**config.mk**
```make
export PLATFORM = sky130hd
export DESIGN_NAME = mannix_rd_arbiter
export DESIGN_NICKNAME = d
export VERILOG_FILES = /design/src/rtl/mannix_arb_pkg.sv /design/src/rtl/mannix_arb_pick.sv /design/src/rtl/mannix_rd_arbiter.sv
export SDC_FILE = /design/constraint.sdc
export NUM_CORES = 1
export LEC_CHECK = 0
export ABC_AREA = 1
export CORE_ASPECT_RATIO = 1.25
export CORE_MARGIN = 2
export CORE_UTILIZATION = 44
export CTS_CLUSTER_DIAMETER = 40
export DETAILED_ROUTE_END_ITERATION = 16
export GPL_TIMING_DRIVEN = 1
export HOLD_SLACK_MARGIN = 0.03
export PLACE_DENSITY = 0.8
export SYNTH_ARGS = -nofsm -noshare
export SYNTH_HDL_FRONTEND = slang
export SYNTH_SLANG_ARGS = --single-unit
```
**constraint.sdc**
```tcl
create_clock -name clk -period 3.8 [get_ports clk]
set_input_delay 0.57 -clock clk [delete_from_list [all_inputs] [get_ports clk]]
set_output_delay 0.57 -clock clk [all_outputs]
set_load 0.05 [all_outputs]
```
**src/rtl/mannix_arb_pkg.sv**
```systemverilog
// mannix read arbiter shared types
// transaction state encoding and arbitration mode constants
package mannix_arb_pkg;

  typedef enum logic [1:0] {
    IDLE   = 2'd0,
    ISSUE  = 2'd1,
    RETURN = 2'd2
  } arb_state_t;

  localparam logic ARB_FIXED = 1'b0;
  localparam logic ARB_RR    = 1'b1;

endpackage

```
**src/rtl/mannix_arb_pick.sv**
```systemverilog
// mannix read arbiter winner select
// combinational pick from requests, mode, priority, rr pointer, starvation
module mannix_arb_pick
  import mannix_arb_pkg::*;
#(
  parameter int N_CLIENTS = 5,
  parameter int IW        = 3
) (
  input  logic [N_CLIENTS-1:0] i_req,
  input  logic                 i_mode,
  input  logic [IW-1:0]        i_prio,
  input  logic [IW-1:0]        i_rr_ptr,
  input  logic [N_CLIENTS-1:0] i_starved,
  output logic                 o_valid,
  output logic [N_CLIENTS-1:0] o_win_oh,
  output logic [IW-1:0]        o_win_idx
);

  logic [IW-1:0] w_prio;
  logic          w_found;

  // an out-of-range priority client falls back to client 0
  assign w_prio = (int'(i_prio) >= N_CLIENTS) ? '0 : i_prio;

  assign o_valid = |i_req;

  assign o_win_oh = o_valid ?
    ({{(N_CLIENTS-1){1'b0}}, 1'b1} << o_win_idx) : '0;

  // rr: first requester at/after pointer; fixed: starved, prio, lowest
  always_comb begin
    int j;
    j         = 0;
    w_found   = 1'b0;
    o_win_idx = '0;
    if (i_mode == ARB_RR) begin
      for (int k = 0; k < N_CLIENTS; k++) begin
        j = int'(i_rr_ptr) + k;
        if (j >= N_CLIENTS) j = j - N_CLIENTS;
        if (!w_found && i_req[j]) begin
          w_found   = 1'b1;
          o_win_idx = IW'(j);
        end
      end
    end else if (|i_starved) begin
      for (int k = N_CLIENTS - 1; k >= 0; k--) begin
        if (i_starved[k]) o_win_idx = IW'(k);
      end
    end else if (i_req[w_prio]) begin
      o_win_idx = w_prio;
    end else begin
      for (int k = N_CLIENTS - 1; k >= 0; k--) begin
        if (i_req[k]) o_win_idx = IW'(k);
      end
    end
  end

endmodule

```
**src/rtl/mannix_rd_arbiter.sv**
```systemverilog
// mannix memory farm read arbiter
// grants one client burst at a time and routes returned beats to it
module mannix_rd_arbiter
  import mannix_arb_pkg::*;
#(
  parameter int N_CLIENTS    = 5,
  parameter int ADDR_WIDTH   = 19,
  parameter int DATA_WIDTH   = 32,
  parameter int LEN_WIDTH    = 8,
  parameter int STARVE_LIMIT = 15
) (
  input  logic                            clk,
  input  logic                            rst_n,
  input  logic                            cfg_mode,
  input  logic [$clog2(N_CLIENTS)-1:0]    cfg_prio_client,
  input  logic [N_CLIENTS-1:0]            cli_req,
  input  logic [N_CLIENTS*ADDR_WIDTH-1:0] cli_addr,
  input  logic [N_CLIENTS*LEN_WIDTH-1:0]  cli_len,
  output logic [N_CLIENTS-1:0]            cli_gnt,
  output logic [N_CLIENTS-1:0]            cli_rvalid,
  output logic [DATA_WIDTH-1:0]           cli_rdata,
  output logic [N_CLIENTS-1:0]            cli_done,
  output logic                            mem_req,
  output logic [ADDR_WIDTH-1:0]           mem_addr,
  input  logic                            mem_ready,
  input  logic                            mem_rvalid,
  input  logic [DATA_WIDTH-1:0]           mem_rdata,
  output logic                            busy
);

  localparam int IW = $clog2(N_CLIENTS);
  localparam int CW = LEN_WIDTH + 1;
  localparam int SW = (STARVE_LIMIT > 0) ? $clog2(STARVE_LIMIT + 1) : 1;

  arb_state_t             r_state;
  logic [IW-1:0]          r_rr_ptr;
  logic [N_CLIENTS-1:0]   r_owner_oh;
  logic [ADDR_WIDTH-1:0]  r_base;
  logic [CW-1:0]          r_len;
  logic [CW-1:0]          r_issued;
  logic [CW-1:0]          r_returned;
  logic [N_CLIENTS-1:0]   r_gnt;
  logic [N_CLIENTS-1:0]   r_rvalid;
  logic [N_CLIENTS-1:0]   r_done;
  logic [DATA_WIDTH-1:0]  r_rdata;
  logic [SW-1:0]          r_wait [N_CLIENTS];

  logic                   w_win_valid;
  logic [N_CLIENTS-1:0]   w_win_oh;
  logic [IW-1:0]          w_win_idx;
  logic [N_CLIENTS-1:0]   w_starved;
  logic                   w_grant;
  logic                   w_accept;
  logic                   w_ret;
  logic                   w_last_acc;
  logic                   w_last_ret;
  logic                   w_all_issued;
  logic                   w_complete;
  logic [LEN_WIDTH-1:0]   w_len_sel;
  logic [ADDR_WIDTH-1:0]  w_addr_sel;

  mannix_arb_pick #(
    .N_CLIENTS (N_CLIENTS),
    .IW        (IW)
  ) u_pick (
    .i_req     (cli_req),
    .i_mode    (cfg_mode),
    .i_prio    (cfg_prio_client),
    .i_rr_ptr  (r_rr_ptr),
    .i_starved (w_starved),
    .o_valid   (w_win_valid),
    .o_win_oh  (w_win_oh),
    .o_win_idx (w_win_idx)
  );

  // a waiting client is starved once its loss count saturates
  always_comb begin
    w_starved = '0;
    for (int i = 0; i < N_CLIENTS; i++) begin
      w_starved[i] = cli_req[i] && (r_wait[i] == SW'(STARVE_LIMIT));
    end
  end

  assign w_len_sel  = cli_len[int'(w_win_idx)*LEN_WIDTH +: LEN_WIDTH];
  assign w_addr_sel = cli_addr[int'(w_win_idx)*ADDR_WIDTH +: ADDR_WIDTH];

  assign w_grant      = (r_state == IDLE) && w_win_valid;
  assign mem_req      = (r_state == ISSUE);
  assign mem_addr     = r_base + ADDR_WIDTH'(r_issued);
  assign w_accept     = mem_req && mem_ready;
  assign w_ret        = mem_rvalid && (r_state != IDLE);
  assign w_last_acc   = w_accept && ((r_issued + CW'(1)) == r_len);
  assign w_last_ret   = w_ret && ((r_returned + CW'(1)) == r_len);
  assign w_all_issued = (r_issued == r_len) || w_last_acc;
  assign w_complete   = w_last_ret &&
                        ((r_state == RETURN) || w_all_issued);

  assign busy       = (r_state != IDLE);
  assign cli_gnt    = r_gnt;
  assign cli_rvalid = r_rvalid;
  assign cli_rdata  = r_rdata;
  assign cli_done   = r_done;

  // transaction fsm: grant, issue beats, collect returns
  always_ff @(posedge clk or negedge rst_n) begin
    if (!rst_n) begin
      r_state    <= IDLE;
      r_rr_ptr   <= '0;
      r_owner_oh <= '0;
      r_base     <= '0;
      r_len      <= '0;
      r_issued   <= '0;
      r_returned <= '0;
      r_gnt      <= '0;
      r_rvalid   <= '0;
      r_done     <= '0;
      r_rdata    <= '0;
    end else begin
      r_gnt    <= '0;
      r_rvalid <= '0;
      r_done   <= '0;
      if (w_ret) begin
        r_rvalid <= r_owner_oh;
        r_rdata  <= mem_rdata;
        if (r_returned != r_len) r_returned <= r_returned + CW'(1);
        if (w_complete) r_done <= r_owner_oh;
      end
      unique case (r_state)
        IDLE: begin
          if (w_win_valid) begin
            r_owner_oh <= w_win_oh;
            r_base     <= w_addr_sel;
            r_len      <= (w_len_sel == '0) ? CW'(1) : {1'b0, w_len_sel};
            r_issued   <= '0;
            r_returned <= '0;
            r_gnt      <= w_win_oh;
            r_rr_ptr   <= (int'(w_win_idx) == N_CLIENTS - 1) ?
                          '0 : w_win_idx + IW'(1);
            r_state    <= ISSUE;
          end
        end
        ISSUE: begin
          if (w_accept) r_issued <= r_issued + CW'(1);
          if (w_complete) r_state <= IDLE;
          else if (w_last_acc) r_state <= RETURN;
        end
        RETURN: begin
          if (w_complete) r_state <= IDLE;
        end
        default: r_state <= IDLE;
      endcase
    end
  end

  // per-client loss counters, saturating, kept in both modes
  always_ff @(posedge clk or negedge rst_n) begin
    if (!rst_n) begin
      for (int i = 0; i < N_CLIENTS; i++) r_wait[i] <= '0;
    end else begin
      for (int i = 0; i < N_CLIENTS; i++) begin
        if (!cli_req[i]) begin
          r_wait[i] <= '0;
        end else if (w_grant) begin
          if (w_win_oh[i]) r_wait[i] <= '0;
          else if (r_wait[i] != SW'(STARVE_LIMIT))
            r_wait[i] <= r_wait[i] + SW'(1);
        end
      end
    end
  end

endmodule

```
* Yosys cells after proc, flatten, opt, wreduce, memory -nomap -nowiden *
Index checks and enable logic that the tools add are counted.

word-level totals
  input bits = 180
  output and inout port bits = 68
  register bits = 123

operators by class
  add/subtract/negate cells = 18
  shift-type cells = 3
  muxes and demuxes = 94
  eq/ne operators = 31
  $lt $le $gt $ge = 12
  reductions and logical operators = 35
  multiply operators = 1

operators by type and width
  cell                   number
  $mux 32                10
  $lt 32x5->1 const B    5
  $ge 32x4->1 const B    4
  $sub 32x4->32 const B  4
  $shiftx 95x9->19       1
  $mux 4                 20
  $mux 3                 20
  $mux 9                 6
  $shiftx 40x7->8        1
  $mux 5                 6
  $eq 9x9->1             3
  $add 4x1->4 const B    5
  $eq 4x4->1 const B     5
  $ne 4x4->1 const B     5
  $add 19x9->19          1
  $mux 1                 19
  $add 9x1->9 const B    2
  $bmux 1 s3             6
  $ne 3x1->1 const B     6
  $pmux 9 s2             1
  $logic_and 1x1->1      15
  $ne 2x1->1 const B     7
  $reduce_and 2->1       6
  $reduce_or 5->1        2
  23 further kinds       34

* Longest topological paths before layout *
  depth in word-level cells = 29
  depth in mapped cells = 31
  depth with buffers taken out = 28

* By module *
From an unflattened synthesis, not the netlist that was laid out.

unflattened totals
  cells, all modules = 1,270
  area total of the unflattened synthesis = 8,822.2 sq um

modules (own cells, without submodules)
  module             times used  area an instance (sq um)  cells each
  mannix_rd_arbiter  1           7,445.9                   1,026
  mannix_arb_pick    1           1,376.3                   244

* Worst setup path after synthesis *
Ideal clock, no wire load.

  kind = register to register
  start point = register r_rr_ptr[0]
  end point = register r_wait[4] (netlist name)
  data required time = 3.676 ns
  path buffers = 3
  stages on the path, launching flop included = 32
  data arrival time = 3.813 ns
  slack = -0.137 ns
  path through = dfrtp_1 -> buf_6 -> inv_4 -> ha_1 -> inv_1 -> fa_1 -> inv_1 -> nand2_1 -> nand2_1 -> nand2_1 -> inv_1 -> nand3_1 -> nand2_1 -> nand2_1 -> nand2_1 -> nand4_2 -> clkinv_1 -> nand2_1 -> o21ai_2 -> nand2_4 -> nand2_4 -> inv_1 -> buf_2 -> buf_4 -> ha_1 -> ha_1 -> nand2_1 -> inv_1 -> o22ai_1 -> inv_1 -> a21oi_1 -> a21oi_1

on the way
  word-level cells in the longest chain between the ends = 29
  elaborated cells on any way between the ends = 68

RTL lines
  item                                                    line                      RTL
  start, declared                                         mannix_rd_arbiter.sv:36   logic [IW-1:0] r_rr_ptr;
  start signal, assigned                                  mannix_rd_arbiter.sv:137  r_rr_ptr <= (int'(w_win_idx) == N_CLIENTS - 1) ?
  branches (longest 22 deep; another with $sub 32x4->32)  n/a
  $mux 3 (*)                                              mannix_arb_pick.sv:40     if (!w_found && i_req[j]) begin
  $mux 3 (*)                                              mannix_arb_pick.sv:36     if (i_mode == ARB_RR) begin
  $shl 1x3->5 (*)                                         mannix_arb_pick.sv:28     ({{(N_CLIENTS-1){1'b0}}, 1'b1} << o_win_idx) : '0;
  $mux 5 (*)                                              mannix_arb_pick.sv:27     assign o_win_oh = o_valid ?
  $mux 4                                                  mannix_rd_arbiter.sv:164  if (w_win_oh[i]) r_wait[i] <= '0;
  $mux 4                                                  mannix_rd_arbiter.sv:163  end else if (w_grant) begin
  $mux 4                                                  mannix_rd_arbiter.sv:161  if (!cli_req[i]) begin
  end signal, assigned by index                           mannix_rd_arbiter.sv:166  r_wait[i] <= r_wait[i] + SW'(1);
  end, declared                                           mannix_rd_arbiter.sv:46   logic [SW-1:0] r_wait [N_CLIENTS];

Every way passes the cells marked *. The select of a mux whose other input is x is not followed.
A chain may end at the register's enable or synchronous reset.

* Worst setup path in the final report *
  start point = register r_issued[0]
  end point = output mem_addr[16]

on the way
  word-level cells in the longest chain between the ends = 1

RTL lines
  item                    line                      RTL
  start, declared         mannix_rd_arbiter.sv:40   logic [CW-1:0] r_issued;
  start signal, assigned  mannix_rd_arbiter.sv:143  if (w_accept) r_issued <= r_issued + CW'(1);
  $add 19x9->19           mannix_rd_arbiter.sv:89   assign mem_addr = r_base + ADDR_WIDTH'(r_issued);
  end, declared           mannix_rd_arbiter.sv:24   output logic [ADDR_WIDTH-1:0] mem_addr,

No other way between the ends.

==> summary.md <==
| Metric | Value |
|---|---|
| Async set-or-reset flop fraction in the synthesized netlist | between 90% and 100% |
| Top FF cell, synth | dfrtp_1 |
| WL final | approximately 27000 µm |
| Clock Pin Slew Worst Setup and Hold Paths | around 0.06 ns |
| CTS Buf Count | 17 |
| WL per Instance | 15.8 µm |
| Final std cells w/o fill | 1679 |
| Highest Clock Rate | around 0.26 GHz |
| Fillers | 1619 |
| Met2 Use GR | 45.1% |
| Top cell type's share of synthesized area | 35.4% |
| Vias | 8898 |
| Initial Util | 44.7% |
| Peak VDD IR | roughly 740 µV |
| Final WS setup | -0.115 ns |
| Syn Area/Cell | 7.60 µm² |
| YS warnings | 0 |
| Register Area | 0.00306 mm² |
| Startpoint types | register |
| Worst-case clock buffer depth | 2 |
| Initial antenna violation count | 1 |
| Syn Inst Count | 1136 |
| Period minus WS final | 3.91 ns |
| Slew HR | 54.3% |
| Status | finished, violations left |
| I/O Buffers | 247 |
| Worst skew pair latency | 0.42 ns |
| Hold Violations, Final | 0 |
| Antenna Nets Post-Route | 0 |
| P_leak | 5.64 nW |
| Post-Layout Inst Area | 0.0124 mm² |
| Total of max-cap violations | 0 |
| Vias per inst | 5.30 |
| Number of setup violations in the final report | 3 |
| Die Ht | 161 µm |
| Failing checks | negative setup slack |
| Placer Congestion | between 0.9 and 1 |
| Final Util | 64.1% |
| DRC Markers | 0 |
| Dpl cells | 1631 |
| Post-layout net count | 1611 |
| Drt first pass iters | 6 |
| Slew Limit Fails | 0 |
| Worst Path Required | approximately 3.2 ns |
| Seq/Total Area, Yosys | 35.4% |
| Area Growth Syn to Fin | 43.4% |
| Yosys top cell by area | dfrtp_1 |
| CTS H-tree depth | 4 |
| Initial drt markers | approximately 660 |
| Hold Path Class | in -> async |
| CTS sink cnt | between 100 and 150 |
| Yosys reg bits | 122 |
| Fin Setup TNS | -0.295 ns |
| I/O pin cnt | 248 |
| Crit Path Class | reg -> out |
| Mapped cell area | around 0.0086 mm² |
| Horiz. Die Dim | 129 µm |
| Crit end category | output port |
| Netlist cell types | 58 |
| Worst setup path start | r_issued[0] |
| Core Rows | 57 |
| Multi-input logic area | 0.00497 mm² |
| Fraction of layout cells with a size suffix above 1 | 15.3% |
| Critical path arrival | about 3.3 ns |
| RSZ-0062 raised after global routing | true |
| Hold Buf Count CTS | 0 |
| Core box area | 0.0193 mm² |
| GRT overflow | 0 |
| Vias in the first global route | around 8600 |
| Die area | 0.0208 mm² |
| GRT Overall Usage | 25.5% |
| Placed wire-length estimate | 19900 µm |
| First-pass GRT wire length | 42200 µm |
| EDFF count, synth | 0 |
| Worst slew pin tran | 0.686 ns |
| TritonCTS clock tree | done |
| Busiest grt layer | met2 |
| Clk root buf | clkbuf_16 |
| GR Util met3 | 5.40% |
| Final worst path period share | 103% |
| Crit path max fanout | 3 |
| Placed cell areas | 0.0115 mm² |
| Clk_skew | 0.0109 ns |
| Largest net degree at the start of global routing | 74 |
| Launch point of the worst reg-to-reg path | r_rr_ptr[1] |
| Place WS | -0.0473 ns |
| Met1 usage | a little under 30% |
| PnR Total Power | 12.3 mW |
| PD cells | between 900 and 1000 mW/mm² |
| Dominant cells by area after synthesis | dfrtp_1 (35%), nand2_1 (9.0%), nand3_1 (5.6%), inv_1 (5.4%), ha_1 (4.2%) |
| Net Count, Synth | 1347 |
| Fin Hold WS | 0.181 ns |
[report_power, final]
group / switching (mW) / internal, mW
clock network: 0.647 / 0.976
registers: 0.385 / 1.81
logic: 5.44 / 3.00
[what timing repair did]
action / 4_1_cts / 5_1_grt
gates resized for setup: 29 / 25
setup endpoints to repair: 8 / 45
pin swaps: 9 / 14
setup buffers: 11 / 7
[metal layers]
layer / part of all wire (%) / wire length [µm]
met5: 0 / 0
met4: 4.2 / 1110
met3: 7.9 / 2110
met2: 51 / 13400
met1: 37 / 9940
[flip-flops by register name, summed over array words and instances, names as in the netlist]
signal,cells
cli_rvalid,5
cli_gnt,5
r_owner_oh,5
r_base,19
cli_done,5
r_len,8
r_wait,20
r_state,2
r_rr_ptr,3
cli_rdata,32
r_returned,9
r_issued,9
[placed cells by master (no fill, tap or decap), types with 15 or more instances in the layout]
cell type and count:
nor2_1 85, nand2_1 199, nand2_2 24, inv_2 15
a21oi_1 40, clkdlybuf4s50_1 234, o21ai_1 60, nor3_1 17
mux2_2 32, dfrtp_1 119, o22ai_1 25, buf_4 38
inv_1 120, o21ai_0 62, or2_0 19, clkbuf_16 17
nand4_1 15, ha_1 25, xor2_1 31, nand3_1 96
[path summary, 6_finish.rpt]
| kind | endpoint | slack (ns) | depth (start not counted) |
|---|---|---|---|
| max | mem_addr[16] | -0.11 | 15 |
| min | cli_rdata[28] | 0.18 | 1 |
| max reg2reg | r_wait[4] | 0.22 | 26 |
| min reg2reg | cli_rvalid[4] | 0.50 | 2 |
| max in group asynchronous | r_rr_ptr[1] | 2.79 | 2 |
| min in group clk | cli_rvalid[4] | 0.50 | 2 |
[worst max-delay path: stages (launching register included)]
cell	delay [ns]
dfrtp_1	0.36
ha_2	0.20
inv_2	0.04
fa_2	0.40
nand3b_1	0.17
and2_4	0.17
o21ai_2	0.14
a21o_1	0.20
a21oi_2	0.09
o21bai_2	0.17
a21oi_2	0.09
nor3_2	0.18
nand2_2	0.12
nor3_4	0.17
xor2_2	0.26
buf_12	0.18
[synthesized netlist by cell type (all sizes together), types with 4 or more instances]
library cell and instances:
nand2 226, nor3 19, nand4 16, or2 23, inv 135, nor2 88
o21bai 6, o22ai 26, a21oi 45, mux2 32, buf 23, nand3 105
xnor2 9, o21ai 131, ha 29, dfrtp 122, xor2 35, o211ai 5
o2111ai 4, nand3b 11, clkbuf 20
[logic make-up (layout without fill, tap and decap cells)]
logic type | count (synthesis) | count (layout) | share of synthesized area, %
AO/OA/AOI/OAI | 232 | 232 | 15.5
XOR/XNOR | 44 | 44 | 4.46
adder cells (fa/ha/maj) | 31 | 31 | 4.67
buffers and inverters | 181 | 458 | 9.14
flip-flops | 122 | 122 | 35.4
multiplexers | 32 | 32 | 4.17
other | 0 | 1 | 0
AND/OR/NAND/NOR | 494 | 494 | 26.7
[layout make-up]
type,instances,share of cell area (%)
Antenna cell,1,0.0202
Clock buffer,17,3.44
Clock inverter,15,1.34
Inverter,137,4.17
Multi-Input combinational cell,833,40.2
Sequential cell,122,24.7
Tap cell,265,2.68
Timing Repair Buffer,289,23.5
No activity file was read; power rests on OpenSTA's default activity.
